[config.mk]
export PLATFORM = sky130hd
export DESIGN_NAME = multicycle_control
export DESIGN_NICKNAME = d
export VERILOG_FILES = /design/src/rtl/mc_ctrl_pkg.sv /design/src/rtl/mc_ctrl_outdec.sv /design/src/rtl/multicycle_control.sv
export SDC_FILE = /design/constraint.sdc
export NUM_CORES = 1
export LEC_CHECK = 0
export CELL_PAD_IN_SITES_DETAIL_PLACEMENT = 0
export CELL_PAD_IN_SITES_GLOBAL_PLACEMENT = 2
export CORE_UTILIZATION = 23
export DETAILED_ROUTE_END_ITERATION = 8
export PLACE_DENSITY_LB_ADDON = 0.12
export SLEW_MARGIN = 10
export SYNTH_ARGS = -nofsm -noshare
export SYNTH_HDL_FRONTEND = slang
export SYNTH_HIERARCHICAL = 1
export SYNTH_SLANG_ARGS = --single-unit
[constraint.sdc]
create_clock -name clk -period 2.55 [get_ports clk]
set_clock_uncertainty 0.15 [all_clocks]
set_input_delay 0.765 -clock clk [delete_from_list [all_inputs] [get_ports clk]]
set_output_delay 0.765 -clock clk [all_outputs]
set_load 0.05 [all_outputs]
[src/rtl/mc_ctrl_pkg.sv]
// Shared encodings for the multi-cycle MIPS control FSM: state codes, opcodes,
// datapath select values and the control-word layout.
package mc_ctrl_pkg;

  localparam logic [3:0] S_FETCH  = 4'd0;
  localparam logic [3:0] S_DECODE = 4'd1;
  localparam logic [3:0] S_MEMADR = 4'd2;
  localparam logic [3:0] S_MEMRD  = 4'd3;
  localparam logic [3:0] S_MEMWB  = 4'd4;
  localparam logic [3:0] S_MEMWR  = 4'd5;
  localparam logic [3:0] S_EXEC   = 4'd6;
  localparam logic [3:0] S_ALUWB  = 4'd7;
  localparam logic [3:0] S_BRANCH = 4'd8;
  localparam logic [3:0] S_ADDIEX = 4'd9;
  localparam logic [3:0] S_ADDIWB = 4'd10;
  localparam logic [3:0] S_JUMP   = 4'd11;

  localparam logic [5:0] OP_RTYPE = 6'b000000;
  localparam logic [5:0] OP_LW    = 6'b100011;
  localparam logic [5:0] OP_SW    = 6'b101011;
  localparam logic [5:0] OP_BEQ   = 6'b000100;
  localparam logic [5:0] OP_ADDI  = 6'b001000;
  localparam logic [5:0] OP_J     = 6'b000010;

  localparam logic [1:0] SRCB_B     = 2'b00;
  localparam logic [1:0] SRCB_FOUR  = 2'b01;
  localparam logic [1:0] SRCB_IMM   = 2'b10;
  localparam logic [1:0] SRCB_IMMSH = 2'b11;

  localparam logic [1:0] PCSRC_ALU    = 2'b00;
  localparam logic [1:0] PCSRC_ALUOUT = 2'b01;
  localparam logic [1:0] PCSRC_JUMP   = 2'b10;

  localparam logic [1:0] ALUOP_ADD   = 2'b00;
  localparam logic [1:0] ALUOP_SUB   = 2'b01;
  localparam logic [1:0] ALUOP_FUNCT = 2'b10;

  typedef struct packed {
    logic       pc_write;
    logic       pc_write_cond;
    logic       iord;
    logic       mem_read;
    logic       mem_write;
    logic       ir_write;
    logic       mem_to_reg;
    logic       reg_dst;
    logic       reg_write;
    logic       alu_src_a;
    logic [1:0] alu_src_b;
    logic [1:0] alu_op;
    logic [1:0] pc_source;
  } ctrl_t;

endpackage

[src/rtl/mc_ctrl_outdec.sv]
// Moore output decoder: maps the FSM state to the datapath control word.
// Only FETCH looks at mem_ready, so IR/PC load exactly once per fetch.
module mc_ctrl_outdec
  import mc_ctrl_pkg::*;
(
  input  logic [3:0] state,
  input  logic       mem_ready,
  output ctrl_t      ctrl
);

  always_comb begin
    ctrl = '0;
    case (state)
      S_FETCH: begin
        ctrl.mem_read  = 1'b1;
        ctrl.ir_write  = mem_ready;
        ctrl.pc_write  = mem_ready;
        ctrl.alu_src_b = SRCB_FOUR;
        ctrl.alu_op    = ALUOP_ADD;
        ctrl.pc_source = PCSRC_ALU;
      end
      S_DECODE: begin
        ctrl.alu_src_b = SRCB_IMMSH;
        ctrl.alu_op    = ALUOP_ADD;
      end
      S_MEMADR, S_ADDIEX: begin
        ctrl.alu_src_a = 1'b1;
        ctrl.alu_src_b = SRCB_IMM;
        ctrl.alu_op    = ALUOP_ADD;
      end
      S_MEMRD: begin
        ctrl.mem_read = 1'b1;
        ctrl.iord     = 1'b1;
      end
      S_MEMWB: begin
        ctrl.reg_write  = 1'b1;
        ctrl.mem_to_reg = 1'b1;
      end
      S_MEMWR: begin
        ctrl.mem_write = 1'b1;
        ctrl.iord      = 1'b1;
      end
      S_EXEC: begin
        ctrl.alu_src_a = 1'b1;
        ctrl.alu_src_b = SRCB_B;
        ctrl.alu_op    = ALUOP_FUNCT;
      end
      S_ALUWB: begin
        ctrl.reg_write = 1'b1;
        ctrl.reg_dst   = 1'b1;
      end
      S_BRANCH: begin
        ctrl.alu_src_a     = 1'b1;
        ctrl.alu_src_b     = SRCB_B;
        ctrl.alu_op        = ALUOP_SUB;
        ctrl.pc_write_cond = 1'b1;
        ctrl.pc_source     = PCSRC_ALUOUT;
      end
      S_ADDIWB: ctrl.reg_write = 1'b1;
      S_JUMP: begin
        ctrl.pc_write  = 1'b1;
        ctrl.pc_source = PCSRC_JUMP;
      end
      default: ctrl = '0;
    endcase
  end

endmodule

[src/rtl/multicycle_control.sv]
// Multi-cycle MIPS control FSM: state register, next-state logic and the
// reset-gated output stage around the combinational control-word decoder.
module multicycle_control
  import mc_ctrl_pkg::*;
#(
  parameter bit SUPPORT_ADDI = 1'b1,
  parameter bit SUPPORT_J    = 1'b1,
  parameter bit MEM_WAIT     = 1'b1
) (
  input  logic       clk,
  input  logic       reset,
  input  logic [5:0] opcode,
  input  logic       mem_ready,
  output logic       PCWrite,
  output logic       PCWriteCond,
  output logic       IorD,
  output logic       MemRead,
  output logic       MemWrite,
  output logic       IRWrite,
  output logic       MemtoReg,
  output logic       RegDst,
  output logic       RegWrite,
  output logic       ALUSrcA,
  output logic [1:0] ALUSrcB,
  output logic [1:0] AluOP,
  output logic [1:0] PCSource,
  output logic       illegal_op,
  output logic [3:0] state_dbg
);

  logic [3:0] state, state_next;
  logic       illegal_q, illegal_next;
  logic       ready;
  ctrl_t      ctrl;

  assign ready = MEM_WAIT ? mem_ready : 1'b1;

  always_ff @(posedge clk) begin
    if (reset) begin
      state     <= S_FETCH;
      illegal_q <= 1'b0;
    end else begin
      state     <= state_next;
      illegal_q <= illegal_next;
    end
  end

  always_comb begin
    state_next   = S_FETCH;
    illegal_next = 1'b0;
    case (state)
      S_FETCH:  state_next = ready ? S_DECODE : S_FETCH;
      S_DECODE: begin
        case (opcode)
          OP_RTYPE:     state_next = S_EXEC;
          OP_LW, OP_SW: state_next = S_MEMADR;
          OP_BEQ:       state_next = S_BRANCH;
          OP_ADDI: begin
            state_next   = SUPPORT_ADDI ? S_ADDIEX : S_FETCH;
            illegal_next = !SUPPORT_ADDI;
          end
          OP_J: begin
            state_next   = SUPPORT_J ? S_JUMP : S_FETCH;
            illegal_next = !SUPPORT_J;
          end
          default:      illegal_next = 1'b1;
        endcase
      end
      // opcode is stable in IR here; anything else would be a datapath fault
      S_MEMADR: begin
        if (opcode == OP_LW)      state_next = S_MEMRD;
        else if (opcode == OP_SW) state_next = S_MEMWR;
        else                      state_next = S_FETCH;
      end
      S_MEMRD:  state_next = ready ? S_MEMWB : S_MEMRD;
      S_MEMWR:  state_next = ready ? S_FETCH : S_MEMWR;
      S_EXEC:   state_next = S_ALUWB;
      S_ADDIEX: state_next = S_ADDIWB;
      default:  state_next = S_FETCH;
    endcase
  end

  mc_ctrl_outdec u_outdec (
    .state     (state),
    .mem_ready (ready),
    .ctrl      (ctrl)
  );

  // Reset masks every output at once so an aborted instruction issues no writes.
  always_comb begin
    PCWrite     = 1'b0;
    PCWriteCond = 1'b0;
    IorD        = 1'b0;
    MemRead     = 1'b0;
    MemWrite    = 1'b0;
    IRWrite     = 1'b0;
    MemtoReg    = 1'b0;
    RegDst      = 1'b0;
    RegWrite    = 1'b0;
    ALUSrcA     = 1'b0;
    ALUSrcB     = 2'b00;
    AluOP       = 2'b00;
    PCSource    = 2'b00;
    illegal_op  = 1'b0;
    state_dbg   = 4'd0;
    if (!reset) begin
      PCWrite     = ctrl.pc_write;
      PCWriteCond = ctrl.pc_write_cond;
      IorD        = ctrl.iord;
      MemRead     = ctrl.mem_read;
      MemWrite    = ctrl.mem_write;
      IRWrite     = ctrl.ir_write;
      MemtoReg    = ctrl.mem_to_reg;
      RegDst      = ctrl.reg_dst;
      RegWrite    = ctrl.reg_write;
      ALUSrcA     = ctrl.alu_src_a;
      ALUSrcB     = ctrl.alu_src_b;
      AluOP       = ctrl.alu_op;
      PCSource    = ctrl.pc_source;
      illegal_op  = illegal_q;
      state_dbg   = state;
    end
  end

endmodule
### Word-level counts from Yosys, hierarchy flattened

Cells that the tools add are included.

* flip-flop bits (word level): 5
* input bits: 9
* output and inout port bits: 21
* logic and storage cells: 64

* equal/unequal tests: 16
* mux-type cells: 35
* bitwise logic cells: 1
* reductions and logical operators: 10

Operator list (count)
* 4-bit one-hot mux with 5 select lines: 2
* 4-bit one-hot mux with 7 select lines: 1
* 1-bit 2-to-1 mux: 22
* 4-bit by 3-bit == test with 1-bit output (second input constant): 4
* 4-bit == test (second input constant): 4
* 6-bit == test (second input constant): 2
* 3-bit 2-to-1 mux: 4
* 2-bit OR reduction: 5
* 4-bit by 2-bit == test with 1-bit output (second input constant): 2
* 6-bit by 2-bit == test with 1-bit output (second input constant): 1
* 6-bit by 3-bit == test with 1-bit output (second input constant): 1
* 6-bit by 4-bit == test with 1-bit output (second input constant): 1
* 6-bit logical NOT: 1
* 2-bit 2-to-1 mux: 3
* 6-bit OR reduction: 1
* 4-bit by 1-bit == test with 1-bit output (second input constant): 1
* 4-bit logical NOT: 1
* 4-bit 2-to-1 mux: 1
* 2-bit one-hot mux with 2 select lines: 1
* 4-bit OR reduction: 1
* 3-bit OR reduction: 1
* 1-bit one-hot mux with 2 select lines: 1
* 1-bit NOT: 1

### Depth between registers and ports, before layout

Gate-level depths: netlist (run 1).

* word-level depth: 4
* mapped depth: 5
* depth with buffers taken out: 4

### By module

Netlist (run 1), hierarchy kept.

Modules (own cells, without submodules)
* multicycle_control: times used 1, cells an instance 73, area an instance 543.0 um^2, seq. area each 100.1 um^2
* mc_ctrl_outdec: times used 1, cells an instance 31, area an instance 183.9 um^2, seq. area each 0.0 um^2

### Least setup slack after synthesis (run 1)

No wires, ideal clock.

* path type: input to output
* start point: in mem_ready
* end point: out PCWrite
* arrival: 2020 ps
* data required time: 1635 ps
* setup slack: -385 ps
* stages on the path: 3
* path buffers: 0
* path through: or4b_1 a21oi_1 nor2b_1

RTL lines
* from (decl): line multicycle_control.sv:13 `input logic mem_ready,`
* to (decl): line multicycle_control.sv:14 `output logic PCWrite,`

==> results of run 1 <==
==> where the power goes <==
part	switching, uW	internal, uW
Combinational	81.5	81.4
Sequential	4.00	81.4
Clock	40.2	57.2
Total	126	220
==> cell type report <==
type	instances	area [sq um]
timing repair buffer	40	616
clock inverter	1	5.00
sequential	5	103
fill	292	1540
multi-input combinational	89	683
clock buffer	3	22.5
tap	44	55.1
==> metrics by stage <==
step | utilization (%) | power (uW) | hold slack (ns)
after floorplan | - | 160 | 0.415
after global placement | 43.4 | 228 | 0.570
after detailed placement | 43.4 | 229 | 0.559
after CTS | 48.8 | 344 | 0.575
after global routing | 49.0 | 362 | 0.600
final | 49.0 | 346 | 0.553
==> layout by cell type, fill, tap and decap left out, drive strengths merged, types with 2 or more instances in the layout <==
master	instances
a211oi	2
a21oi	4
a31oi	4
buf	32
clkbuf	3
clkdlybuf4s50	6
dfxtp	5
nand2b	7
nand3	2
nand3b	2
nor2	9
nor2b	22
nor3	9
nor3b	2
nor4	3
o21ai	3
xnor2	2
xor2	2
==> layer usage <==
metal,track usage (%),up-vias,wire [um]
li1,-,436,-
met2,25.6,23,1150
met5,0,-,0
met3,2.68,4,69
met4,5.10,0,27
met1,16.4,373,879
==> worst paths after layout <==
path                                             end  slack (ns)  cells after the start
worst min register to register   state[1]$_SDFF_PP0_        0.55                      3
worst max register to register  illegal_q$_SDFF_PP0_        0.90                      5
worst min-delay path             state[1]$_SDFF_PP0_        0.55                      3
worst max-delay path                         PCWrite       -0.08                      5
==> what timing repair did <==
action                                  4_1_cts  5_1_grt
cloned                                        1        0
gates resized for setup                      37        3
endpoints found under the setup margin       21       11
pin swaps                                     1        1
==> logic make-up after synthesis <==
family	after synthesis	synth area share (%)
AOI/OAI and AO/OA	21	20.3
xor gates and xnor gates	4	4.82
buffers and inverters	10	7.40
DFF	5	13.8
muxes	1	1.38
and+or+nand+nor	63	52.3
==> sequential cells by signal, summed over array words and instances, names as in the netlist <==
register   count
state          4
illegal_q      1
==> worst max-delay path, stage by stage <==
cell	delay [ns]
buf_6	0.07
or4b_4	0.45
a21oi_2	0.12
nor2b_4	0.17
buf_12	0.14
==> results.md, run 1 <==
* Die width at 58.2 um
* Top post-synthesis cells by count: nor2b_1, nor2_1, nor3_1
* Top_reg_cell synth: dfxtp_1
* Crit Path Max Fanout at 2
* Initial Utilization at 24.0%
* Clk root buf: clkbuf_4
* Fin worst setup slack at -0.0809 ns
* Final std cells w/o fill at 182
* WS Path Type: in -> out
* Num Clock Sinks at 5
* Worst slew pin tran at 0.399 ns
* Share of cells above drive strength 1 at 47.8%
* Num CTS Buffers at 3
* CORE AREA at 3030 sq um
* Post-route cell area at 1480 sq um
* Routed len/inst at 11.7 um
* Via density at 4.59
* Antenna violations before repair at 0
* Num rows at 20
* First-pass GRT wire length at 3660 um
* Yosys top cell area share at 18.9%
* P_leak at 0.000523 uW
* CTS tree: yes
* Most numerous cell in the Yosys netlist: nor2b_1
* Worst skew pair latency at 0.26 ns
* Final setup violation count at 1
* DRC viols at 0
* Max-cap violations at 0
* Detail Route Antenna Nets at 0
* Failing checks: setup timing
* Sequential element share of the synthesized area at 13.8%
* Worst EP arrival at 1.72 ns
* Setup repair bufs after CTS at 0
* EDFF count, synth at 0
* YS warnings at 6
* Post-synth ARST share at 0%
* CP endpoint kind: output port
* Clk slew on worst S/H paths at 0.05 ns
* HP Class: reg -> reg
* # nets final at 148
* Fmax at 380 MHz
* Unique cell type count in the Yosys netlist at 38
* Syn_nets at 113
* CTS Buffer Depth at 2
* Ranking of synthesized cells by area: nor2b_1, dfxtp_1, nand2b_1
* Max_slew headroom at 73.2%
* Hold bufs inserted after CTS at 0
* Die Span Y at 58.2 um
* Mapped Area at 727 sq um
* PwrDens at 233 nW/um^2
* Post-Syn Area per Cell at 6.99 sq um
* #FFs+latches synth at 5
* Pre-CTS WS at -0.555 ns
* Post-synth top area cell: nor2b_1
* Total track usage at 14.1%
* Detailed Route WL at 2120 um
* Synthesized instance count at 104
* Final period util at 103%
* Status: finished with violations
* Slew Viols, Final at 0
* I/O pin cnt at 30
* Fin crit period at 2.63 ns
* CP required at 1.64 ns
* Vias at 836
* 1st-iter DRT viols at 10
* Cells after DPL at 177
* Largest net degree at the start of global routing at 14
* Placed inst area at 1310 sq um
* Area Growth Syn to Fin at 104%
* Critical Path Source Type: input port
* Hold Crit Start: state[1]$_SDFF_PP0_
* GPL Wtd Cong at 0.769
* Final hold violation count at 0
* Die footprint at 3390 sq um
* Number of global-route vias before repair at 791
* RSZ-0062 raised after global routing: yes
* Max VDD drop at 0.000143 V
* Post-DP HPWL at 1600 um
* Port Buffer Count at 29
* Total grt overflow at 0
* Setup crit start: mem_ready
* Drt first pass iters at 4
* Reg2reg start: state[0]$_SDFF_PP0_
* Ant. Diodes at 0
* TNS Setup at -0.0809 ns
* Htree depth at 1
Power figures use the tool's default switching activity.
==> run 2, diff against run 1 <==
Settings changed: MAX_ROUTING_LAYER set to met4, SLEW_MARGIN 10 to 20.
==> results.md, run 2 (synthesis results as in run 1) <==
* Status: finished with violations
* Failing checks: setup timing
* Final hold violation count at 0 (unchanged)
* Vias at 839 (+0.36%)
* CTS tree: yes
* PwrDens at 233 nW/um^2 (about the same)
* Total grt overflow at 0 (unchanged)
* Detail Route Antenna Nets at 0 (unchanged)
* Registers with the most flip-flops: state (4), illegal_q (1)
* Max VDD drop at 0.000143 V (unchanged)
* Die footprint at 3390 sq um (unchanged)
* Setup repair bufs after CTS at 0 (unchanged)
* Port Buffer Count at 29 (unchanged)
* Area Growth Syn to Fin at 104% (unchanged)
* Clk slew on worst S/H paths at 0.05 ns (about the same)
* Critical Path Source Type: input port
* First-pass GRT wire length at 3660 um (unchanged)
* Most frequent cells in the layout: buf_12, nor2b_2, nor2b_4, nor2_1, buf_4
* Worst slew pin tran at 0.399 ns (unchanged)
* # nets final at 148 (unchanged)
* Num CTS Buffers at 3 (unchanged)
* Total power at 346 uW (about the same)
* Final period util at 103% (about the same)
* Ant. Diodes at 0 (unchanged)
* GPL Wtd Cong at 0.779 (+1.3%)
* Max-cap violations at 0 (unchanged)
* P_leak at 0.000523 uW (unchanged)
* Share of cells above drive strength 1 at 47.8% (unchanged)
* WS Path Type: in -> out
* Max_slew headroom at 73.2% (unchanged)
* CP endpoint kind: output port
* HP Class: reg -> reg
* Pre-CTS WS at -0.555 ns (unchanged)
* Crit-path max cell delay at 0.45 ns (about the same)
* Slowest-stage cell, CP: or4b_4
* Fmax at 380 MHz (about the same)
* Fin crit period at 2.63 ns (+0.000232 ns)
* Worst skew pair latency at 0.26 ns (about the same)
* Num rows at 20 (unchanged)
* Crit Path Max Fanout at 2 (unchanged)
* Drt first pass iters at 4 (unchanged)
* Largest net degree at the start of global routing at 14 (unchanged)
* Clk root buf: clkbuf_4
* DRC viols at 0 (unchanged)
* CTS Buffer Depth at 2 (unchanged)
* RSZ-0062 raised after global routing: yes
* Routed len/inst at 11.7 um (+0.19%)
* Initial Utilization at 24.0% (unchanged)
* Num Clock Sinks at 5 (unchanged)
* Fin worst setup slack at -0.0811 ns (-0.000232 ns)
* Commonest non-fill, non-tap cell in the layout: buf_12
* Placed inst area at 1310 sq um (unchanged)
* Die Span Y at 58.2 um (unchanged)
* Post-route cell area at 1480 sq um (unchanged)
* CP required at 1.64 ns (about the same)
* Die width at 58.2 um (unchanged)
* Final setup violation count at 1 (unchanged)
* Final core utilization at 49.0% (unchanged)
* Slew Viols, Final at 0 (unchanged)
* Largest Register: state
* Max reg flops at 4 (unchanged)
* Via density at 4.61 (+0.36%)
* Total track usage at 14.6% (+0.43 points)
* Hold bufs inserted after CTS at 0 (unchanged)
* Worst EP arrival at 1.72 ns (about the same)
* Post-DP HPWL at 1600 um (unchanged)
* Detailed Route WL at 2130 um (+0.19%)
* TNS Setup at -0.0811 ns (-0.000232 ns)
* Number of global-route vias before repair at 791 (unchanged)
* Htree depth at 1 (unchanged)
* Cell Chain, Critical Path: buf_6, or4b_4, a21oi_2, nor2b_4, buf_12
* CORE AREA at 3030 sq um (unchanged)
* Antenna violations before repair at 0 (unchanged)
* I/O pin cnt at 30 (unchanged)
* 1st-iter DRT viols at 8 (-2)
[run 2: cell counts in the layout (fill, tap and decap cells not counted)]
Identical to the previous run, type by type.
[run 2: path summary, 6_finish.rpt]
check / start / to / slack, ns / cells past startpoint
worst max-delay path: mem_ready / PCWrite / -0.08 / 5
worst min-delay path: state[1]$_SDFF_PP0_ / state[1]$_SDFF_PP0_ / 0.55 / 3
worst min register to register: state[1]$_SDFF_PP0_ / state[1]$_SDFF_PP0_ / 0.55 / 3
worst max register to register: state[0]$_SDFF_PP0_ / illegal_q$_SDFF_PP0_ / 0.90 / 5
[run 2: worst max-delay path: cells and delay by family]
kind	cells	cell delay, ns
AO/OA/AOI/OAI	1	0.12
AND/OR/NAND/NOR	2	0.62
buffers and inverters	2	0.21
[run 2: layout make-up]
cell class | instances | area [sq um]
clock inverters | 1 | 5.00
flip-flops and latches | 5 | 103
well taps | 44 | 55.1
clock buffers | 3 | 22.5
fillers | 292 | 1540
repair buffers | 40 | 616
multi-input cells | 89 | 683
[run 2: metal layers]
layer / wire length, um / global-route usage [%]
met2: 1150 / 25.6
met5: 0 / -
met3: 69 / 2.68
met4: 27 / 5.10
met1: 879 / 16.4
[run 2: power by group]
group / switching (uW) / internal, uW / total (uW) / leakage, uW
Sequential: 4.01 / 81.4 / 85.4 / 0.0000415
Combinational: 81.4 / 81.4 / 163 / 0.000464
Clock: 40.2 / 57.2 / 97.4 / 0.0000177
Total: 126 / 220 / 346 / 0.000523
[run 2: per-stage QoR]
step	std cells	hold slack, ns
after global placement	177	0.570
after floorplan	104	0.415
after global routing	182	0.600
final	182	0.553
after CTS	182	0.575
after detailed placement	177	0.559
[run 2: repair_timing]
action / 4_1_cts / 5_1_grt
pin swaps: 1 / 1
gates resized for setup: 37 / 3
cloned: 1 / 0
setup endpoints to repair: 21 / 11
==> run 3, diff against run 2 <==
Settings changed: PLACE_DENSITY_LB_ADDON 0.12 to 0.1.
==> results.md, run 3 (synthesis results as in run 1) <==
* Number of global-route vias before repair at 757 (-4.3%)
* Total grt overflow at 0 (unchanged)
* Die footprint at 3390 sq um (unchanged)
* I/O pin cnt at 30 (unchanged)
* Largest net degree at the start of global routing at 13 (-1)
* Logic pwr share at 47.8% (+0.7 points)
* Total power at 349 uW (+1.1%)
* Crit Reg-Reg Endpoint: state[2]$_SDFF_PP0_
* Routed len/inst at 11.7 um (-0.19%)
* CTS Buffer Depth at 2 (unchanged)
* Most frequent cells in the layout: buf_12, buf_4, nor2b_4
* Fmax at 380 MHz (+0.11%)
* Num CTS Buffers at 3 (unchanged)
* Max-cap violations at 0 (unchanged)
* Psw at 124 uW (-1.0%)
* Drt first pass iters at 4 (unchanged)
* Clk root buf: clkbuf_4
* Detail Route Antenna Nets at 0 (unchanged)
* Sw Ratio at 35.6% (-0.76 points)
* Worst EP arrival at 1.71 ns (about the same)
* Via density at 4.88 (+5.8%)
* CP required at 1.64 ns (about the same)
* Largest Register: state
* Commonest non-fill, non-tap cell in the layout: buf_12
* Setup repair bufs after CTS at 0 (unchanged)
* Setup crit start: mem_ready
* Num rows at 20 (unchanged)
* Fin worst setup slack at -0.0783 ns (+0.00280 ns)
* DRC viols at 0 (unchanged)
* Post-route cell area at 1510 sq um (+1.8%)
* Cell Chain, Critical Path: buf_6, or4b_4, a21oi_2, nor2b_4, buf_12
* Final core utilization at 49.9% (+0.87 points)
* Reg2reg start: state[1]$_SDFF_PP0_
* Die width at 58.2 um (unchanged)
* Flop pwr share at 24.6% (about the same)
* Total track usage at 14.2% (-0.35 points)
* Ant. Diodes at 0 (unchanged)
* PwrDens at 231 nW/um^2 (-0.68%)
* Clk slew on worst S/H paths at 0.04 ns (about the same)
* Htree depth at 1 (unchanged)
* Area Growth Syn to Fin at 108%
* Placed inst area at 1350 sq um (+2.7%)
* 1st-iter DRT viols at 24 (+16)
* HP Class: reg -> reg
* Share of cells above drive strength 1 at 47.5% (-0.31 points)
* Critical Path Source Type: input port
* Post-DP HPWL at 1530 um (-4.4%)
* Port Buffer Count at 29 (unchanged)
* Final period util at 103% (-0.11 points)
* Slew Viols, Final at 0 (unchanged)
* Max_slew headroom at 73.3% (+0.16 points)
* Registers with the most flip-flops: state (4), illegal_q (1)
* Final setup violation count at 1 (unchanged)
* Failing checks: setup timing
* Crit path to: PCWrite
* Worst hold stages at 3 (unchanged)
* Antenna violations before repair at 0 (unchanged)
* Vias at 902 (+7.5%)
* RSZ-0062 raised after global routing: yes
* First-pass GRT wire length at 3570 um (-2.5%)
* Crit Path Max Fanout at 2 (unchanged)
* Status: finished with violations
* Worst Reg-to-Reg Cells at 5 (unchanged)
* Initial Utilization at 24.0% (unchanged)
* CORE AREA at 3030 sq um (unchanged)
* Num Clock Sinks at 5 (unchanged)
* Slowest-stage cell, CP: or4b_4
* CTS tree: yes
* Final hold violation count at 0 (unchanged)
* Worst skew pair latency at 0.25 ns (about the same)
* GPL Wtd Cong at 0.817 (+4.8%)
* Hold bufs inserted after CTS at 0 (unchanged)
* Crit-path max cell delay at 0.44 ns (about the same)
* R2r setup slk at 0.94 ns (+0.04 ns)
* Worst slew pin tran at 0.397 ns (-0.00207 ns)
* Die Span Y at 58.2 um (unchanged)
* Max VDD drop at 0.000111 V (-23%)
* Cell-internal power at 225 uW (+2.3%)
* Fin crit period at 2.63 ns (-0.00280 ns)
* Detailed Route WL at 2160 um (+1.5%)
* Clock power share at 27.6% (-0.6 points)
* CP endpoint kind: output port
* P_leak at 0.000535 uW (+2.3%)
* # fillers at 299 (+2.4%)
* WS Path Type: in -> out
* Max reg flops at 4 (unchanged)
* # nets final at 151 (+2.0%)
[run 3: area by class of cell]
class,instances,area [sq um],share of cell area (%)
flip-flops and latches,5,103,6.79
well taps,44,55.1,3.65
multi-input cells,89,688,45.6
repair buffers,43,638,42.3
clock buffers,4,26.3,1.74
[run 3: worst min-delay path by stage]
| stage | from | to | slack (ns) |
|---|---|---|---|
| 2_1_floorplan | state[2]$_SDFF_PP0_ | illegal_q$_SDFF_PP0_ | 0.41 |
| 3_3_place_gp | state[1]$_SDFF_PP0_ | state[1]$_SDFF_PP0_ | 0.59 |
| 3_5_place_dp | state[1]$_SDFF_PP0_ | state[1]$_SDFF_PP0_ | 0.58 |
| 4_1_cts | state[1]$_SDFF_PP0_ | state[1]$_SDFF_PP0_ | 0.59 |
| 5_1_grt | state[1]$_SDFF_PP0_ | state[1]$_SDFF_PP0_ | 0.66 |
| 6_report | state[1]$_SDFF_PP0_ | state[1]$_SDFF_PP0_ | 0.59 |
[run 3: critical path: cells and delay by family]
kind                   cells  cell delay (ns)
AOI/OAI and AO/OA          1             0.13
buffers and inverters      2             0.21
and+or+nand+nor            2             0.61
[run 3: timing repair]
item	4_1_cts	5_1_grt
pin swaps	1	1
gates cloned	1	0
gates resized for setup	34	6
setup endpoints to repair	21	16
[run 3: routing by layer]
| layer | wire, um | GRT usage [%] | share of wire, % | up-vias |
|---|---|---|---|---|
| met3 | 54 | 2.01 | 2.5 | 6 |
| met5 | 0 | - | 0 | - |
| met1 | 979 | 16.9 | 45 | 422 |
| met4 | 43 | 7.14 | 2.0 | 0 |
| met2 | 1080 | 23.3 | 50 | 24 |
| li1 | - | - | - | 450 |
[run 3: stage by stage]
step | TNS [ns] | hold WS, ns | setup slack (ns) | std cells
final | -0.0783 | 0.591 | -0.0783 | 185
after global routing | -0.130 | 0.661 | -0.105 | 185
after CTS | -0.144 | 0.591 | -0.0989 | 185
after detailed placement | -2.92 | 0.576 | -0.493 | 180
after global placement | -2.89 | 0.589 | -0.494 | 180
after floorplan | -0.514 | 0.415 | -0.0272 | 104
[run 3: power groups by stage]
stage                     registers, uW  clock network (uW)  logic [uW]
after floorplan                    85.8                   0        74.2
after detailed placement           87.2                   0         148
after CTS                          85.9                97.5         167
final                              86.0                96.2         167
after global routing               86.8                 109         177
after global placement             87.3                   0         148
